==> config.mk <==
export PLATFORM = sky130hd
export DESIGN_NAME = reg_write_arbiter_flat
export DESIGN_NICKNAME = d
export VERILOG_FILES = /design/src/rtl/cpu_pkg.sv /design/src/rtl/reg_write_arbiter_if.sv /design/src/rtl/reg_dest_decoder.sv /design/src/rtl/reg_write_arbiter.sv /design/src/flat_wrapper.sv
export SDC_FILE = /design/constraint.sdc
export NUM_CORES = 1
export LEC_CHECK = 0
export BUFFER_PORTS_ARGS = -buffer_cell sky130_fd_sc_hd__buf_2
export CAP_MARGIN = 25
export CORE_MARGIN = 8
export CORE_UTILIZATION = 51
export CTS_BUF_LIST = sky130_fd_sc_hd__clkbuf_16
export DETAILED_ROUTE_END_ITERATION = 12
export PLACE_DENSITY = 0.85
export SLEW_MARGIN = 20
export SYNTH_ARGS = -nofsm -noshare
export SYNTH_HDL_FRONTEND = slang
export SYNTH_HIERARCHICAL = 1
export SYNTH_SLANG_ARGS = --single-unit
==> constraint.sdc <==
create_clock -name clk -period 4.5 [get_ports clk]
set_input_delay 0.225 -clock clk [delete_from_list [all_inputs] [get_ports clk]]
set_output_delay 0.225 -clock clk [all_outputs]
set_load 0.01 [all_outputs]
==> src/rtl/cpu_pkg.sv <==
// Shared CPU-wide widths and the writeback arbiter pointer state.
package cpu_pkg;
  localparam int REG_IDX_W = 4;
  localparam int NREGS     = 16;
  localparam int DATA_W    = 32;

  typedef enum logic {
    PRI0 = 1'b0,
    PRI1 = 1'b1
  } arb_state_t;
endpackage

==> src/rtl/reg_write_arbiter_if.sv <==
// Writeback requester handshakes plus the registered write port toward the bank.
interface reg_write_arbiter_if #(
  parameter int NREGS = 16,
  parameter int DW    = 32
);
  import cpu_pkg::*;

  logic                 stall;
  logic                 wr0_valid;
  logic [REG_IDX_W-1:0] wr0_dest;
  logic [DW-1:0]        wr0_data;
  logic                 wr0_ready;
  logic                 wr1_valid;
  logic [REG_IDX_W-1:0] wr1_dest;
  logic [DW-1:0]        wr1_data;
  logic                 wr1_ready;
  logic [NREGS-1:0]     reg_we;
  logic [REG_IDX_W-1:0] reg_waddr;
  logic [DW-1:0]        reg_wdata;
  logic                 last_grant;

  modport master (
    output stall, wr0_valid, wr0_dest, wr0_data, wr1_valid, wr1_dest, wr1_data,
    input  wr0_ready, wr1_ready, reg_we, reg_waddr, reg_wdata, last_grant
  );

  modport slave (
    input  stall, wr0_valid, wr0_dest, wr0_data, wr1_valid, wr1_dest, wr1_data,
    output wr0_ready, wr1_ready, reg_we, reg_waddr, reg_wdata, last_grant
  );
endinterface

==> src/rtl/reg_dest_decoder.sv <==
// Register index to one-hot bank write enable; purely combinational.
module reg_dest_decoder
  import cpu_pkg::*;
(
  input  logic [REG_IDX_W-1:0] idx,
  output logic [NREGS-1:0]     onehot
);
  always_comb begin
    onehot      = '0;
    onehot[idx] = 1'b1;
  end
endmodule

==> src/rtl/reg_write_arbiter.sv <==
// Round-robin arbiter sharing the register bank write port between ALU and load writeback.
// Ready is combinational from valid/state/stall; the bank sees the write one cycle after the grant.
module reg_write_arbiter #(
  parameter int NREGS = 16,
  parameter int DW    = 32
) (
  input logic               clk,
  input logic               rst_n,
  reg_write_arbiter_if.slave bus
);
  import cpu_pkg::*;

  arb_state_t           state;
  logic                 last_grant_q;
  logic                 grant0;
  logic                 grant1;
  logic                 any_grant;
  logic [REG_IDX_W-1:0] sel_dest;
  logic [DW-1:0]        sel_data;
  logic [NREGS-1:0]     dec_we;
  logic [NREGS-1:0]     we_q;
  logic [REG_IDX_W-1:0] waddr_q;
  logic [DW-1:0]        wdata_q;

  // rst_n gating keeps requesters from seeing a handshake while the bank path is held in reset.
  always_comb begin
    grant0 = rst_n & ~bus.stall & bus.wr0_valid & (~bus.wr1_valid | (state == PRI0));
    grant1 = rst_n & ~bus.stall & bus.wr1_valid & (~bus.wr0_valid | (state == PRI1));
  end

  assign any_grant = grant0 | grant1;
  assign sel_dest  = grant1 ? bus.wr1_dest : bus.wr0_dest;
  assign sel_data  = grant1 ? bus.wr1_data : bus.wr0_data;

  reg_dest_decoder u_dec (
    .idx    (sel_dest),
    .onehot (dec_we)
  );

  always_ff @(posedge clk or negedge rst_n) begin
    if (!rst_n) begin
      state        <= PRI0;
      last_grant_q <= 1'b1;
    end else if (grant0) begin
      state        <= PRI1;
      last_grant_q <= 1'b0;
    end else if (grant1) begin
      state        <= PRI0;
      last_grant_q <= 1'b1;
    end
  end

  always_ff @(posedge clk or negedge rst_n) begin
    if (!rst_n) begin
      we_q    <= '0;
      waddr_q <= '0;
      wdata_q <= '0;
    end else begin
      we_q <= any_grant ? dec_we : '0;
      if (any_grant) begin
        waddr_q <= sel_dest;
        wdata_q <= sel_data;
      end
    end
  end

  assign bus.wr0_ready  = grant0;
  assign bus.wr1_ready  = grant1;
  assign bus.reg_we     = we_q;
  assign bus.reg_waddr  = waddr_q;
  assign bus.reg_wdata  = wdata_q;
  assign bus.last_grant = last_grant_q;
endmodule

==> src/flat_wrapper.sv <==
// flat-port wrapper written by rule: the top's interface ports become plain ports
module reg_write_arbiter_flat import cpu_pkg::*;
#(
  parameter int NREGS = 16,
  parameter int DW    = 32
)
  (clk, rst_n, bus_stall, bus_wr0_valid, bus_wr0_dest, bus_wr0_data, bus_wr1_valid, bus_wr1_dest, bus_wr1_data, bus_wr0_ready, bus_wr1_ready, bus_reg_we, bus_reg_waddr, bus_reg_wdata, bus_last_grant);
  reg_write_arbiter_if #(.NREGS(NREGS), .DW(DW)) bus_i ();
  input logic clk;
  input logic rst_n;
  input wire logic [$bits(bus_i.stall)-1:0] bus_stall;
  input wire logic [$bits(bus_i.wr0_valid)-1:0] bus_wr0_valid;
  input wire logic [$bits(bus_i.wr0_dest)-1:0] bus_wr0_dest;
  input wire logic [$bits(bus_i.wr0_data)-1:0] bus_wr0_data;
  input wire logic [$bits(bus_i.wr1_valid)-1:0] bus_wr1_valid;
  input wire logic [$bits(bus_i.wr1_dest)-1:0] bus_wr1_dest;
  input wire logic [$bits(bus_i.wr1_data)-1:0] bus_wr1_data;
  output wire logic [$bits(bus_i.wr0_ready)-1:0] bus_wr0_ready;
  output wire logic [$bits(bus_i.wr1_ready)-1:0] bus_wr1_ready;
  output wire logic [$bits(bus_i.reg_we)-1:0] bus_reg_we;
  output wire logic [$bits(bus_i.reg_waddr)-1:0] bus_reg_waddr;
  output wire logic [$bits(bus_i.reg_wdata)-1:0] bus_reg_wdata;
  output wire logic [$bits(bus_i.last_grant)-1:0] bus_last_grant;
  assign bus_i.stall = bus_stall;
  assign bus_i.wr0_valid = bus_wr0_valid;
  assign bus_i.wr0_dest = bus_wr0_dest;
  assign bus_i.wr0_data = bus_wr0_data;
  assign bus_i.wr1_valid = bus_wr1_valid;
  assign bus_i.wr1_dest = bus_wr1_dest;
  assign bus_i.wr1_data = bus_wr1_data;
  assign bus_wr0_ready = bus_i.wr0_ready;
  assign bus_wr1_ready = bus_i.wr1_ready;
  assign bus_reg_we = bus_i.reg_we;
  assign bus_reg_waddr = bus_i.reg_waddr;
  assign bus_reg_wdata = bus_i.reg_wdata;
  assign bus_last_grant = bus_i.last_grant;
  reg_write_arbiter #(.NREGS(NREGS), .DW(DW)) u_core (.clk(clk), .rst_n(rst_n), .bus(bus_i));
endmodule
# == Word level (Yosys, flattened, before mapping) ==
# Cells that the tools add are included.
# Widths: inputs -> output; s select.
# totals
register_bits,54
inputBits,77
out_inout_bits,55
# classes
n_lt_le_gt_ge,2
muxes,9
bitwise,12
n_reduce_logical,2
# ops
op,count
$mux 32,1
$mux 16,1
$and 1x1->1,5
$lt 4x5->1 const B,1
$mux 1,5
$demux 1 s4,1
$ge 4x1->1 const B,1
$mux 4,1
$not 1->1,4
$or 1x1->1,3
$reduce_bool 2->1,1
$logic_and 1x1->1,1

# == Longest topological paths before layout ==
# Gate-level depths: netlist of run 1.
# depth
depth_word,10
depth_mapped,9
depth_no_buf,6

# == By module ==
# The synthesis of run 1 kept the hierarchy.
# by_module_without_submodules
module,instances,cells_per_inst,area_each_um2,seq_area_each_um2
reg_write_arbiter,1,258,2765.2,1352.5
reg_dest_decoder,1,20,226.5,0.0

# == Least setup slack after synthesis of run 1 ==
# OpenSTA, ideal clock, no wires.
# synth_path
path_type,register to register
startpoint,register u_core.state
endpoint,"register u_core.we_q[5], in the netlist u_core/bus.reg_we[5]"
setup_ns,0.066
arrival_ns,1.844
t_required_ns,4.434
setup_slack_ns,2.590
stages_incl_launch_ff,10
path_buffers,3
synth_period_minus_slack_ns,1.910
cell_sequence,dfrtp_1 > nand2b_1 > buf_2 > nand3_2 > inv_2 > buf_2 > o21ai_0 > buf_4 > and4bb_2 > and2_1
# synth_via
elab_chain_len,8
# synth_rtl
item,line,rtl
"start, declared",reg_write_arbiter.sv:13,arb_state_t state;
"start signal, assigned",reg_write_arbiter.sv:42,state <= PRI0;
"start signal, assigned",reg_write_arbiter.sv:45,state <= PRI1;
"start signal, assigned",reg_write_arbiter.sv:48,state <= PRI0;
$or 1x1->1 *,reg_write_arbiter.sv:28,grant1 = rst_n & ~bus.stall & bus.wr1_valid & (~bus.wr0_valid | (state == PRI1));
$and 1x1->1 *,reg_write_arbiter.sv:28,
net bus_wr1_ready,flat_wrapper.sv:19,output wire logic [$bits(bus_i.wr1_ready)-1:0] bus_wr1_ready;
$mux 4 *,reg_write_arbiter.sv:32,assign sel_dest = grant1 ? bus.wr1_dest : bus.wr0_dest;
net u_core.sel_dest[0],reg_write_arbiter.sv:18,logic [REG_IDX_W-1:0] sel_dest;
$lt 4x5->1 (not written as such) or $ge 4x1->1 (tied branches),reg_dest_decoder.sv:10,onehot[idx] = 1'b1;
$logic_and 1x1->1 (not written as such),reg_dest_decoder.sv:10,
$mux 1 (not written as such),reg_dest_decoder.sv:10,
$demux 1 s4 *,reg_dest_decoder.sv:10,
net u_core.dec_we[5],reg_write_arbiter.sv:20,logic [NREGS-1:0] dec_we;
$mux 16 *,reg_write_arbiter.sv:59,we_q <= any_grant ? dec_we : '0;
"end signal, assigned",reg_write_arbiter.sv:59,
"end, declared",reg_write_arbiter.sv:21,logic [NREGS-1:0] we_q;
# Mark *: on every way through the listed nets, which the timed path passes. The rest lies on a longest branch.
# A chain may end at the register's enable or synchronous reset.

# == Final worst setup path of run 1 ==
# layout_path
startpoint,input port bus_wr1_valid
endpoint,"register u_core.we_q[5], in the netlist u_core/bus.reg_we[5]"
# layout_via
elab_chain_len,8
# layout_rtl
item,line,rtl
"start, declared",flat_wrapper.sv:15,input wire logic [$bits(bus_i.wr1_valid)-1:0] bus_wr1_valid;
$and 1x1->1 * (2 in series),reg_write_arbiter.sv:28,
$mux 4 *,reg_write_arbiter.sv:32,
net u_core.sel_dest[0],reg_write_arbiter.sv:18,
$lt 4x5->1 (not written as such) or $ge 4x1->1 (tied branches),reg_dest_decoder.sv:10,
$logic_and 1x1->1 (not written as such),reg_dest_decoder.sv:10,
$mux 1 (not written as such),reg_dest_decoder.sv:10,
$demux 1 s4 *,reg_dest_decoder.sv:10,
net u_core.dec_we[5],reg_write_arbiter.sv:20,
$mux 16 *,reg_write_arbiter.sv:59,
# Marked as above.

==> results of run 1 <==
-- cells in the final DEF, fill, tap and decap left out, drive strengths merged, types with 5 or more instances in the layout --
cell type  instances
and4bb             6
o311ai            36
inv               38
o21ai             41
clkbuf             5
buf              140
and2              16
nand4             36
dfrtp             53
-- state kept, by name (all words and copies together), names as in the netlist --
signal / cells
u_core/bus.last_grant: 1
u_core/bus.reg_waddr: 4
u_core/bus.reg_wdata: 32
u_core/bus.reg_we: 16
u_core/state: 1
-- path summary, 6_finish.rpt --
check	start	endpoint	slack (ns)
worst min-delay path	rst_n	u_core/bus.reg_wdata[19]	0.09
worst max-delay path	bus_wr1_valid	u_core/bus.reg_we[5]	2.14
worst min register to register	u_core/bus.last_grant	u_core/bus.last_grant	0.47
min in group clk	bus_wr1_data[26]	u_core/bus.reg_wdata[26]	0.21
max in group asynchronous	rst_n	u_core/bus.reg_wdata[5]	3.94
worst max register to register	u_core/state	u_core/bus.reg_we[5]	2.21
-- power breakdown --
part / leakage, nW / internal, mW / switching [mW]
Clock: 0.0760 / 0.262 / 0.171
Sequential: 0.678 / 0.555 / 0.0340
Combinational: 1.13 / 0.156 / 0.198
-- stage by stage --
step           instances  hold WS (ns)  setup WS, ns
2_1_floorplan        278      -0.07059         2.590
3_3_place_gp         462        0.4180         1.834
3_5_place_dp         462        0.4316         1.815
4_1_cts              470        0.1241         2.124
5_1_grt              470        0.1665         1.896
6_report             470       0.08527         2.145
-- cell families after synthesis --
logic type	Yosys count
AOI/OAI and AO/OA	79
buffers and inverters	69
DFF	54
and+or+nand+nor	76
-- area by class of cell --
cell class | instances | area, µm² | share of cell area [%]
multi-input combinational | 155 | 1346 | 35.16
clock inverter | 3 | 45.04 | 1.176
tap | 75 | 93.84 | 2.451
sequential | 54 | 1353 | 35.33
clock buffer | 5 | 125.1 | 3.268
timing repair buffer | 140 | 723.2 | 18.89
inverter | 38 | 142.6 | 3.725
-- routing by layer --
layer	track usage (%)	share of wire, %	vias up	wire [µm]
met5	0	0	-	0
met4	4.564	0.50	0	40
met3	5.097	7.0	2	561
met2	29.80	50	102	3987
met1	24.31	43	1264	3424
li1	-	-	1262	-
==> qor_table.md, run 1 <==
| Parameter | Value |
| --- | --- |
| Number of sinks driven by the clock tree | 54 |
| IO buf count | 131 |
| Max FO, Critical Path | 41 |
| R2r worst-path depth | 7 |
| Number of nets produced by synthesis | 355 |
| Layout area overhead | 27.98% |
| Routed Antenna Nets | 0 |
| Largest net degree at the start of global routing | 56 |
| Clock latency reported for the late side of the worst-skew pair | 0.29 ns |
| Result of the run | finished, final reports clean |
| Main combinational cell family by area after synthesis | compound AO/OA/AOI/OAI gates |
| Logic depth of the worst setup path including buffers | 7 |
| Post-synthesis cell count | 278 |
| Chip Height | 92.59 µm |
| Post-synthesis share of cell area spent on xor and xnor gates | 0% |
| Actual transition at the worst max-transition pin | 0.9915 ns |
| Period Utilization, post-route | 52.34% |
| Count of fill cells added during filler insertion | 467 |
| First-pass GRT wire length | 13.14 mm |
| Global placement routability congestion | 0.7722 |
| Full die area | 8573 µm² |
| Top-Level Pins | 132 |
| Fin nets | 471 |
| Summed area of non-filler cells in the final layout | 3829 µm² |
| All-Layer GR Usage | 18.59% |
| Family with the most delay on the worst path | buffers and inverters |
| Cell types with the highest counts after synthesis | sky130_fd_sc_hd__dfrtp_1 (53), sky130_fd_sc_hd__o21ai_0 (40), sky130_fd_sc_hd__inv_1 (37) |
| Cell with the most instances after synthesis | sky130_fd_sc_hd__dfrtp_1 |
| Relative slew slack | 33.80% |
| Leakage dissipation | 1.882 nW |
| Via count of the first global-routing pass | 2703 |
| Setup violation total in the final timing report | 0 |
| Final number of max-transition violations | 0 |
| CTS tree | done |
| Number of warnings issued by yosys | 6 |
| Clock-pin slew on the worst setup and hold paths | 0.07 ns |
| Setup clock skew after layout | 0.004156 ns |
| Simple-gate area share of the yosys netlist | 19.20% |
| Count of hold buffers inserted by post-cts repair | 0 |
| Max frequency | 424.6 MHz |
| Arrival time of data at the critical path endpoint | 2.53 ns |
| Sequence of cells on the critical path | buf_2 -> nand3_2 -> inv_2 -> o21ai_0 -> buf_4 -> and4bb_2 -> and2_1 |
| First DRT Iteration DRCs | 156 |
| Count of standard-cell rows | 28 |
| Worst-path cell with the longest stage delay | sky130_fd_sc_hd__inv_2 |
| Biggest area consumer among synthesized cells | sky130_fd_sc_hd__dfrtp_1 |
| Estimated wirelength of the detail-placed design | 5.588 mm |
| Number of resized instances in the post-cts repair step | 0 |
| Clock period minus worst slack | 2.355 ns |
| Share of async-settable or async-resettable flops after synthesis | 100.0% |
| Mux cell area share after synthesis | 0% |
| Share of Yosys cell area claimed by the top area cell type | 44.33% |
| Final routed DRC violation total | 0 |
| Number of synthesized register bits | 54 |
| Post-layout total power | 1.377 mW |
| CP Launch Type | input pin |
| Worst IR drop on VDD | 0.2052 mV |
| Max-cap viol count | 0 |
| Worst path buffer plus inverter count | 3 |
| Total power density per cell area | 359.6 nW/µm² |
| Placed inst area | 3659 µm² |
| Remaining global-route overflow | 0 |
| Vias per cell | 5.596 |
| Setup bufs post-CTS | 0 |
| Core Footprint | 5781 µm² |
| Library cell used as clock root buffer | sky130_fd_sc_hd__clkbuf_16 |
| Top cells by area, synth | sky130_fd_sc_hd__dfrtp_1 (44%), sky130_fd_sc_hd__o311ai_2 (16%), sky130_fd_sc_hd__nand4_1 (7.5%), sky130_fd_sc_hd__o21ai_0 (6.7%), sky130_fd_sc_hd__inv_1 (4.6%) |
| Required arrival time at the worst endpoint | 4.68 ns |
| Complex-gate fraction of the synthesized area | 25.47% |
| Initial antenna violation count | 0 |
| Number of enable flip-flop cells after synthesis | 0 |
| Synthesized area | 2992 µm² |
| Core utilization of the finished layout | 66.23% |
| Endpoint class of the critical path | register |
| Total wire length | 8.014 mm |
| Part of the Yosys area used for sequential elements | 45.21% |
| Setup repair after global routing missed its margin | false |
| Final hold violation count | 0 |
| Wire length per cell after detailed routing | 17.05 µm |
| Starting Density | 51.75% |
| # H-tree levels | 2 |
| Primary FF master, synth | sky130_fd_sc_hd__dfrtp_1 |
| Vias post-DR | 2630 |
| Die X | 92.59 µm |
| WS Path Type | in2reg |
| Post-synthesis adder-cell area fraction | 0% |
| Ratio of cells with drive above 1 in the final layout | 48.61% |
| Yosys cell types | 28 |
| Tightest Hold Check Type | in2async |
| Stage delay of the slowest cell on the critical path | 0.77 ns |
| Number of buffers added by the clock tree synthesis step | 5 |
| Mean instance size in the synthesized netlist | 10.76 µm² |
| Number of diodes | 0 |
| Max Root-Sink Buffers | 2 |
| Summed negative setup slack over all endpoints | 0 ns |
| Number of optimization iterations in the first detailed-route pass | 4 |
No activity file was read; power rests on OpenSTA's default activity.
==> run 2: changes to the inputs <==
--- a/config.mk
+++ b/config.mk
@@ -5,13 +5,14 @@
 export SDC_FILE = /design/constraint.sdc
 export NUM_CORES = 1
 export LEC_CHECK = 0
+export ABC_AREA = 1
 export BUFFER_PORTS_ARGS = -buffer_cell sky130_fd_sc_hd__buf_2
 export CAP_MARGIN = 25
 export CORE_MARGIN = 8
-export CORE_UTILIZATION = 51
+export CORE_UTILIZATION = 48
 export CTS_BUF_LIST = sky130_fd_sc_hd__clkbuf_16
 export DETAILED_ROUTE_END_ITERATION = 12
-export PLACE_DENSITY = 0.85
+export PLACE_DENSITY = 0.81
 export SLEW_MARGIN = 20
 export SYNTH_ARGS = -nofsm -noshare
 export SYNTH_HDL_FRONTEND = slang
==> constraint.sdc (replaced) <==
create_clock -name clk -period 2.2 [get_ports clk]
set_input_delay 0.11 -clock clk [delete_from_list [all_inputs] [get_ports clk]]
set_output_delay 0.11 -clock clk [all_outputs]
set_load 0.01 [all_outputs]
==> run 2 against run 1 <==
Against the previous run:
- clock skew decreased by 0.00065 ns
- sequential power increased by 120%
- die area increased by 5.0%
- register-to-register slack got worse by 1.9 ns
- final cell count increased by 26%
- final area increased by 0.33%
- utilization decreased by 1.7 points
- critical endpoint is now bus_wr1_ready
- total power increased by 110%
- non-clock buffer count increased by 3
- global-route usage increased by 0.27 points
==> qor_table.md, run 2 <==
| Parameter | Value | Delta |
| --- | --- | --- |
| Result of the run | finished, final reports clean |  |
| Cell types with the highest counts after synthesis | sky130_fd_sc_hd__nand2_1 (81), sky130_fd_sc_hd__inv_1 (80), sky130_fd_sc_hd__nand3_1 (72) |  |
| Max reg flops | 32 | unchanged |
| Biggest area consumer among synthesized cells | sky130_fd_sc_hd__dfrtp_1 |  |
| Final hold violation count | 0 | unchanged |
| Core Footprint | 5956 µm² | +3.0% |
| Clock period minus worst slack | 2.013 ns |  |
| Layout area overhead | 28.61% |  |
| Share of Yosys cell area claimed by the top area cell type | 44.41% | +0.074 points |
| CP Launch Type | input pin |  |
| Critical path endpoint | bus_wr1_ready |  |
| Global placement routability congestion | 0.8558 | +11% |
| Least setup slack across all paths after layout | 0.1874 ns | -1.957 ns |
| Remaining global-route overflow | 0 | unchanged |
| Part of the Yosys area used for sequential elements | 45.29% | +0.076 points |
| Hold slack | 0.1293 ns | +0.04404 ns |
| Flop2flop setup slack | 0.33 ns | -1.88 ns |
| Setup Slack @ Placement | 0.3727 ns | -1.443 ns |
| Reg2Reg Capture Point | u_core/bus.reg_we[0] |  |
| Number of sinks driven by the clock tree | 54 | unchanged |
| Arrival time of data at the critical path endpoint | 1.90 ns | -0.63 ns |
| Max FO, Critical Path | 25 | -39% |
| Period Utilization, post-route | 91.48% |  |
| IO buf count | 131 | unchanged |
| Leakage dissipation | 2.372 nW | +26% |
| Final routed DRC violation total | 0 | unchanged |
| Fin nets | 594 | +26% |
| R2r worst-path depth | 9 | +2 |
| Number of synthesized register bits | 54 | unchanged |
| Die X | 94.88 µm | +2.5% |
| Starting Density | 50.15% | -1.6 points |
| Routed Antenna Nets | 0 | unchanged |
| Final number of max-transition violations | 0 | unchanged |
| First DRT Iteration DRCs | 145 | -7.1% |
| Total wire length | 8.194 mm | +2.2% |
| Vias per cell | 4.995 | -11% |
| Full die area | 9002 µm² | +5.0% |
| Number of buffers added by the clock tree synthesis step | 5 | unchanged |
| Total power density per cell area | 758.6 nW/µm² | +110% |
| Setup repair after global routing missed its margin | false |  |
| Top-Level Pins | 132 | unchanged |
| # H-tree levels | 2 | unchanged |
| Ratio of cells with drive above 1 in the final layout | 29.73% | -19 points |
| Most frequent cells in the layout | sky130_fd_sc_hd__buf_2 (131), sky130_fd_sc_hd__inv_1 (81), sky130_fd_sc_hd__nand2_1 (81), sky130_fd_sc_hd__nand3_1 (72), sky130_fd_sc_hd__dfrtp_1 (53) |  |
| Summed negative setup slack over all endpoints | 0 ns | unchanged |
| Yosys cell types | 19 | -32% |
| Number of enable flip-flop cells after synthesis | 0 | unchanged |
| Vias post-DR | 2962 | +13% |
| Launch point of the critical path | rst_n |  |
| Cell with the most instances after synthesis | sky130_fd_sc_hd__nand2_1 |  |
| Number of nets produced by synthesis | 472 | +33% |
| Top cells by area, synth | sky130_fd_sc_hd__dfrtp_1 (44%), sky130_fd_sc_hd__nand3_1 (12%), sky130_fd_sc_hd__nand2_1 (10%), sky130_fd_sc_hd__inv_1 (10%), sky130_fd_sc_hd__nand4_1 (7.5%) |  |
| Actual transition at the worst max-transition pin | 0.6598 ns | -0.3317 ns |
| Library cell used as clock root buffer | sky130_fd_sc_hd__clkbuf_16 |  |
| Share of async-settable or async-resettable flops after synthesis | 100.0% | unchanged |
| Post-synthesis cell count | 395 | +42% |
| Max-cap viol count | 0 | unchanged |
| Max Root-Sink Buffers | 2 | unchanged |
| All-Layer GR Usage | 18.86% | +0.27 points |
| Worst IR drop on VDD | 0.4006 mV | +95% |
| Clock latency reported for the late side of the worst-skew pair | 0.28 ns | about the same |
| Required arrival time at the worst endpoint | 2.09 ns | -2.59 ns |
| CTS tree | done |  |
| Clock-pin slew on the worst setup and hold paths | 0.06 ns | about the same |
| Final cell count without fillers | 593 | +26% |
| Hold Crit Start | bus_wr0_data[28] |  |
| Via count of the first global-routing pass | 3030 | +12% |
| Tightest Hold Check Type | in2reg |  |
| Chip Height | 94.88 µm | +2.5% |
| Estimated wirelength of the detail-placed design | 6.134 mm | +9.8% |
| Most frequent standard cell in the layout excluding fill and tap cells | sky130_fd_sc_hd__buf_2 |  |
| Count of standard-cell rows | 28 | unchanged |
| Number of warnings issued by yosys | 6 | unchanged |
| WS Path Type | in2out |  |
| Number of diodes | 0 | unchanged |
| Number of optimization iterations in the first detailed-route pass | 4 | unchanged |
| Worst flop-to-flop path startpoint | u_core/state |  |
| Primary FF master, synth | sky130_fd_sc_hd__dfrtp_1 |  |
| Largest net degree at the start of global routing | 55 | -1.8% |
| Setup violation total in the final timing report | 0 | unchanged |
| Relative slew slack | 56.01% | +22 points |
| Initial antenna violation count | 0 | unchanged |
| Setup clock skew after layout | 0.003503 ns | -0.0006532 ns |
| Synthesized area | 2987 µm² | -0.17% |
| Mean instance size in the synthesized netlist | 7.561 µm² | -30% |
| Dpl cells | 580 | +26% |
| Endpoint class of the critical path | primary output |  |
| Wire length per cell after detailed routing | 13.82 µm | -19% |
| Max frequency | 496.9 MHz |  |
| First-pass GRT wire length | 13.70 mm | +4.2% |
-- run 2: changes by cell type after synthesis, moves of 8 or more --
cell,before,now
sky130_fd_sc_hd__clkbuf_1,14,6
sky130_fd_sc_hd__a21boi_1,0,12
sky130_fd_sc_hd__and2_1,16,4
sky130_fd_sc_hd__nand3_1,0,72
sky130_fd_sc_hd__o21ai_0,40,0
sky130_fd_sc_hd__inv_1,37,80
sky130_fd_sc_hd__o311ai_2,30,0
sky130_fd_sc_hd__nand2_1,1,81
sky130_fd_sc_hd__nor2_1,0,18
sky130_fd_sc_hd__buf_2,8,16
-- run 2: kinds of logic (layout without fill, tap and decap cells) --
family | Yosys count | after routing | share of synthesized area [%]
AO/OA/AOI/OAI | 17 | 17 | 4.189
buffers and inverters | 108 | 231 | 15.50
flip-flops | 54 | 54 | 45.29
AND/OR/NAND/NOR | 216 | 216 | 35.02
-- run 2: how the worst min path moves through the flow --
stage | end | slack (ns) | cells past startpoint
after detailed placement | u_core/bus.reg_we[1] | 0.30 | 2
after global placement | u_core/bus.reg_wdata[22] | 0.30 | 2
after global routing | u_core/bus.reg_wdata[9] | 0.14 | 5
after CTS | u_core/bus.reg_wdata[17] | 0.12 | 5
after floorplan | u_core/bus.reg_waddr[0] | -0.19 | 0
final | u_core/bus.reg_wdata[28] | 0.13 | 5
-- run 2: critical path, stage by stage --
cell and delay (ns):
sky130_fd_sc_hd__dlygate4sd3_1 0.52, sky130_fd_sc_hd__buf_2 0.11, sky130_fd_sc_hd__inv_1 0.06, sky130_fd_sc_hd__nor2_4 0.12, sky130_fd_sc_hd__buf_12 0.14, sky130_fd_sc_hd__nand3_4 0.25
sky130_fd_sc_hd__buf_4 0.32, sky130_fd_sc_hd__inv_1 0.12, sky130_fd_sc_hd__buf_2 0.14
-- run 2: area by class of cell --
cell class / instances / area (µm²)
timing repair buffer: 143 / 760.7
inverter: 80 / 300.3
multi-input combinational: 233 / 1171
fill: 534 / 2115
clock buffer: 5 / 125.1
clock inverter: 3 / 37.54
sequential: 54 / 1353
tap: 75 / 93.84
-- run 2: routing by layer --
layer	GRT usage [%]	up-vias	wire length (µm)
met5	0	-	0
met4	6.242	0	68
met3	5.317	6	751
met2	31.17	107	3926
met1	23.16	1359	3448
li1	-	1490	-
-- run 2: through the flow --
| step | power (mW) | cell area [µm²] | util [%] |
|---|---|---|---|
| CTS | 2.942 | 3799 | 63.78 |
| floorplan | 1.724 | 2987 | - |
| global route | 3.086 | 3841 | 64.50 |
| finish | 2.914 | 3841 | 64.50 |
| detailed placement | 2.073 | 3626 | 60.88 |
| global placement | 2.060 | 3626 | 60.88 |
-- run 2: repair_timing --
| action | 4_1_cts | 5_1_grt |
|---|---|---|
| endpoints found under the setup margin | 0 | 24 |
| endpoints found under the hold margin | 53 | 0 |
| resized for setup | 0 | 0 |
| setup buffers | 0 | 4 |
| hold buffers | 1 | 0 |
-- run 2: report_power, final --
part | internal (mW) | switching (mW)
clock | 0.529 | 0.327
sequential | 1.17 | 0.0991
combinational | 0.325 | 0.460
total | 2.03 | 0.887
==> run 3: changes to the inputs <==
--- a/config.mk
+++ b/config.mk
@@ -9,10 +9,11 @@
 export BUFFER_PORTS_ARGS = -buffer_cell sky130_fd_sc_hd__buf_2
 export CAP_MARGIN = 25
 export CORE_MARGIN = 8
-export CORE_UTILIZATION = 48
+export CORE_UTILIZATION = 43
 export CTS_BUF_LIST = sky130_fd_sc_hd__clkbuf_16
+export CTS_CLUSTER_SIZE = 16
 export DETAILED_ROUTE_END_ITERATION = 12
-export PLACE_DENSITY = 0.81
+export PLACE_DENSITY = 0.77
 export SLEW_MARGIN = 20
 export SYNTH_ARGS = -nofsm -noshare
 export SYNTH_HDL_FRONTEND = slang
==> constraint.sdc (replaced) <==
create_clock -name clk -period 1.68 [get_ports clk]
set_input_delay 0.084 -clock clk [delete_from_list [all_inputs] [get_ports clk]]
set_output_delay 0.084 -clock clk [all_outputs]
set_load 0.01 [all_outputs]
==> run 3 against run 2 <==
Against the previous run:
- first-iteration DRC count decreased by 19%
- via count rose by 0.68%
- critical path depth shrank 3
- largest power group unchanged
- clock skew hardly changed
==> qor_table.md, run 3 (synthesized netlist as in run 2, its figures left out) <==
| Parameter | Value | Delta |
| --- | --- | --- |
| Total wire length | 8.207 mm | +0.16% |
| Most frequent standard cell in the layout excluding fill and tap cells | sky130_fd_sc_hd__buf_2 |  |
| All-Layer GR Usage | 16.21% | -2.7 points |
| Core Footprint | 6756 µm² | +13% |
| Hold slack | 0.09678 ns | -0.03253 ns |
| Routed metal-1 wirelength | 3.542 mm | +2.7% |
| Estimated wirelength of the detail-placed design | 6.109 mm | -0.40% |
| Period Utilization, post-route | 93.71% |  |
| Core utilization of the finished layout | 57.91% | -6.6 points |
| # H-tree levels | 2 | unchanged |
| Global placement routability congestion | 0.7981 | -6.7% |
| R2r worst-path depth | 7 | -2 |
| Hold Path Stages | 5 | unchanged |
| Wire length per cell after detailed routing | 13.59 µm | -1.7% |
| Final hold violation count | 0 | unchanged |
| Number of diodes | 0 | unchanged |
| Die X | 99.34 µm | +4.7% |
| Routed Antenna Nets | 0 | unchanged |
| Fin nets | 600 | +1.0% |
| Most frequent cells in the layout | sky130_fd_sc_hd__buf_2 (131), sky130_fd_sc_hd__nand2_1 (81), sky130_fd_sc_hd__inv_1 (80), sky130_fd_sc_hd__nand3_1 (72), sky130_fd_sc_hd__dfrtp_1 (53) |  |
| Max FO, Critical Path | 20 | -20% |
| WS Path Type | reg2out |  |
| Starting Density | 44.20% | -5.9 points |
| Hold Crit Start | bus_wr0_data[15] |  |
| Max frequency | 635.2 MHz |  |
| Final routed DRC violation total | 0 | unchanged |
| IO buf count | 131 | unchanged |
| Final number of max-transition violations | 0 | unchanged |
| Clock-pin slew on the worst setup and hold paths | 0.07 ns | about the same |
| Library cell used as clock root buffer | sky130_fd_sc_hd__clkbuf_16 |  |
| Number of buffers added by the clock tree synthesis step | 5 | unchanged |
| Required arrival time at the worst endpoint | 1.60 ns | -0.49 ns |
| Worst IR drop on VDD | 0.5678 mV | +42% |
| Vias post-DR | 2982 | +0.68% |
| Flop2flop setup slack | 0.16 ns | -0.17 ns |
| Setup clock skew after layout | 0.003797 ns | +0.0002937 ns |
| Chip Height | 99.34 µm | +4.7% |
| Clock latency reported for the late side of the worst-skew pair | 0.29 ns | about the same |
| Met3 wirelength from detailed routing | 585 µm | -22% |
| Tightest Hold Check Type | in2reg |  |
| Remaining global-route overflow | 0 | unchanged |
| Largest net degree at the start of global routing | 55 | unchanged |
| Via count of the first global-routing pass | 2955 | -2.5% |
| Number of optimization iterations in the first detailed-route pass | 4 | unchanged |
| Max Root-Sink Buffers | 2 | unchanged |
| Count of standard-cell rows | 30 | +7.1% |
| Setup violation total in the final timing report | 0 | unchanged |
| First-pass GRT wire length | 13.43 mm | -2.0% |
| Worst flop-to-flop path startpoint | u_core/state |  |
| Clock period minus worst slack | 1.574 ns |  |
| Relative slew slack | 56.35% | +0.34 points |
| CTS tree | done |  |
| Initial antenna violation count | 0 | unchanged |
| Vias per cell | 4.937 | -1.2% |
| Endpoint class of the critical path | primary output |  |
| Reg2Reg Capture Point | u_core/bus.reg_wdata[27] |  |
| Highest routed layer | met4 |  |
| Top-Level Pins | 132 | unchanged |
| Capture endpoint of the worst hold path | u_core/bus.reg_wdata[15] |  |
| Summed negative setup slack over all endpoints | 0 ns | unchanged |
| Leakage dissipation | 2.401 nW | +1.2% |
| Actual transition at the worst max-transition pin | 0.6547 ns | -0.005138 ns |
| Full die area | 9868 µm² | +9.6% |
| Total power density per cell area | 1023 nW/µm² | +35% |
| Ratio of cells with drive above 1 in the final layout | 30.73% | +1.0 points |
| Arrival time of data at the critical path endpoint | 1.49 ns | -0.41 ns |
| Result of the run | finished, final reports clean |  |
| Max reg flops | 32 | unchanged |
| Max-cap viol count | 0 | unchanged |
| Number of sinks driven by the clock tree | 54 | unchanged |
| CP Launch Type | register |  |
| First DRT Iteration DRCs | 118 | -19% |
| Layout area overhead | 31.00% |  |
| Met2 wirelength from detailed routing | 4.018 mm | +2.3% |
==> run 3: worst max path at each step <==
stage | startpoint | endpoint | slack [ns] | cells past startpoint
3_5_place_dp | u_core/state | u_core/bus.reg_wdata[26] | 0.03 | 7
2_1_floorplan | u_core/state | u_core/bus.reg_we[0] | 0.19 | 10
5_1_grt | u_core/state | u_core/bus.reg_we[3] | -0.0001 | 9
4_1_cts | u_core/state | bus_wr1_ready | 0.03 | 6
6_report | u_core/state | bus_wr1_ready | 0.11 | 6
3_3_place_gp | u_core/state | u_core/bus.reg_wdata[18] | 0.06 | 7
==> run 3: what timing repair did <==
action,4_1_cts,5_1_grt
buffers inserted,0,4
hold endpoints to repair,53,0
endpoints found under the setup margin,1,52
gates resized for setup,1,1
cloned,0,1
hold buffers,1,0
==> run 3: power breakdown <==
| part | switching, mW | internal [mW] | total [mW] |
|---|---|---|---|
| clock network | 0.444 | 0.848 | 1.29 |
| registers | 0.137 | 1.54 | 1.67 |
| logic | 0.601 | 0.433 | 1.03 |
| total | 1.18 | 2.82 | 4.00 |
==> run 3: cell type report <==
type | instances | area (µm²)
well taps | 80 | 100.1
fillers | 669 | 2844
inverters | 80 | 300.3
multi-input cells | 234 | 1181
repair buffers | 148 | 789.5
clock buffers | 5 | 125.1
clock inverters | 3 | 63.81
flip-flops and latches | 54 | 1353
==> run 3: routing by layer <==
metal / global-route usage [%] / vias up
li1: - / 1509
met1: 19.22 / 1373
met2: 28.15 / 93
met3: 4.749 / 7
met4: 3.609 / 0
met5: 0 / -
==> run 3: worst max-delay path, stage by stage (launching register included) <==
cell and delay [ns]:
sky130_fd_sc_hd__dfrtp_1 0.37, sky130_fd_sc_hd__inv_1 0.08, sky130_fd_sc_hd__nand2_2 0.13, sky130_fd_sc_hd__nand3_4 0.15, sky130_fd_sc_hd__buf_6 0.20, sky130_fd_sc_hd__inv_1 0.11, sky130_fd_sc_hd__buf_2 0.15
==> run 3: stage by stage <==
stage / total power [mW] / cells / worst slack (ns) / cell area [µm²]
finish: 4.001 / 604 / 0.1057 / 3913
CTS: 4.039 / 599 / 0.03397 / 3872
floorplan: 2.257 / 395 / 0.1877 / 2987
detailed placement: 2.730 / 590 / 0.02914 / 3670
global route: 4.225 / 604 / -0.0001275 / 3913
global placement: 2.706 / 590 / 0.05760 / 3670
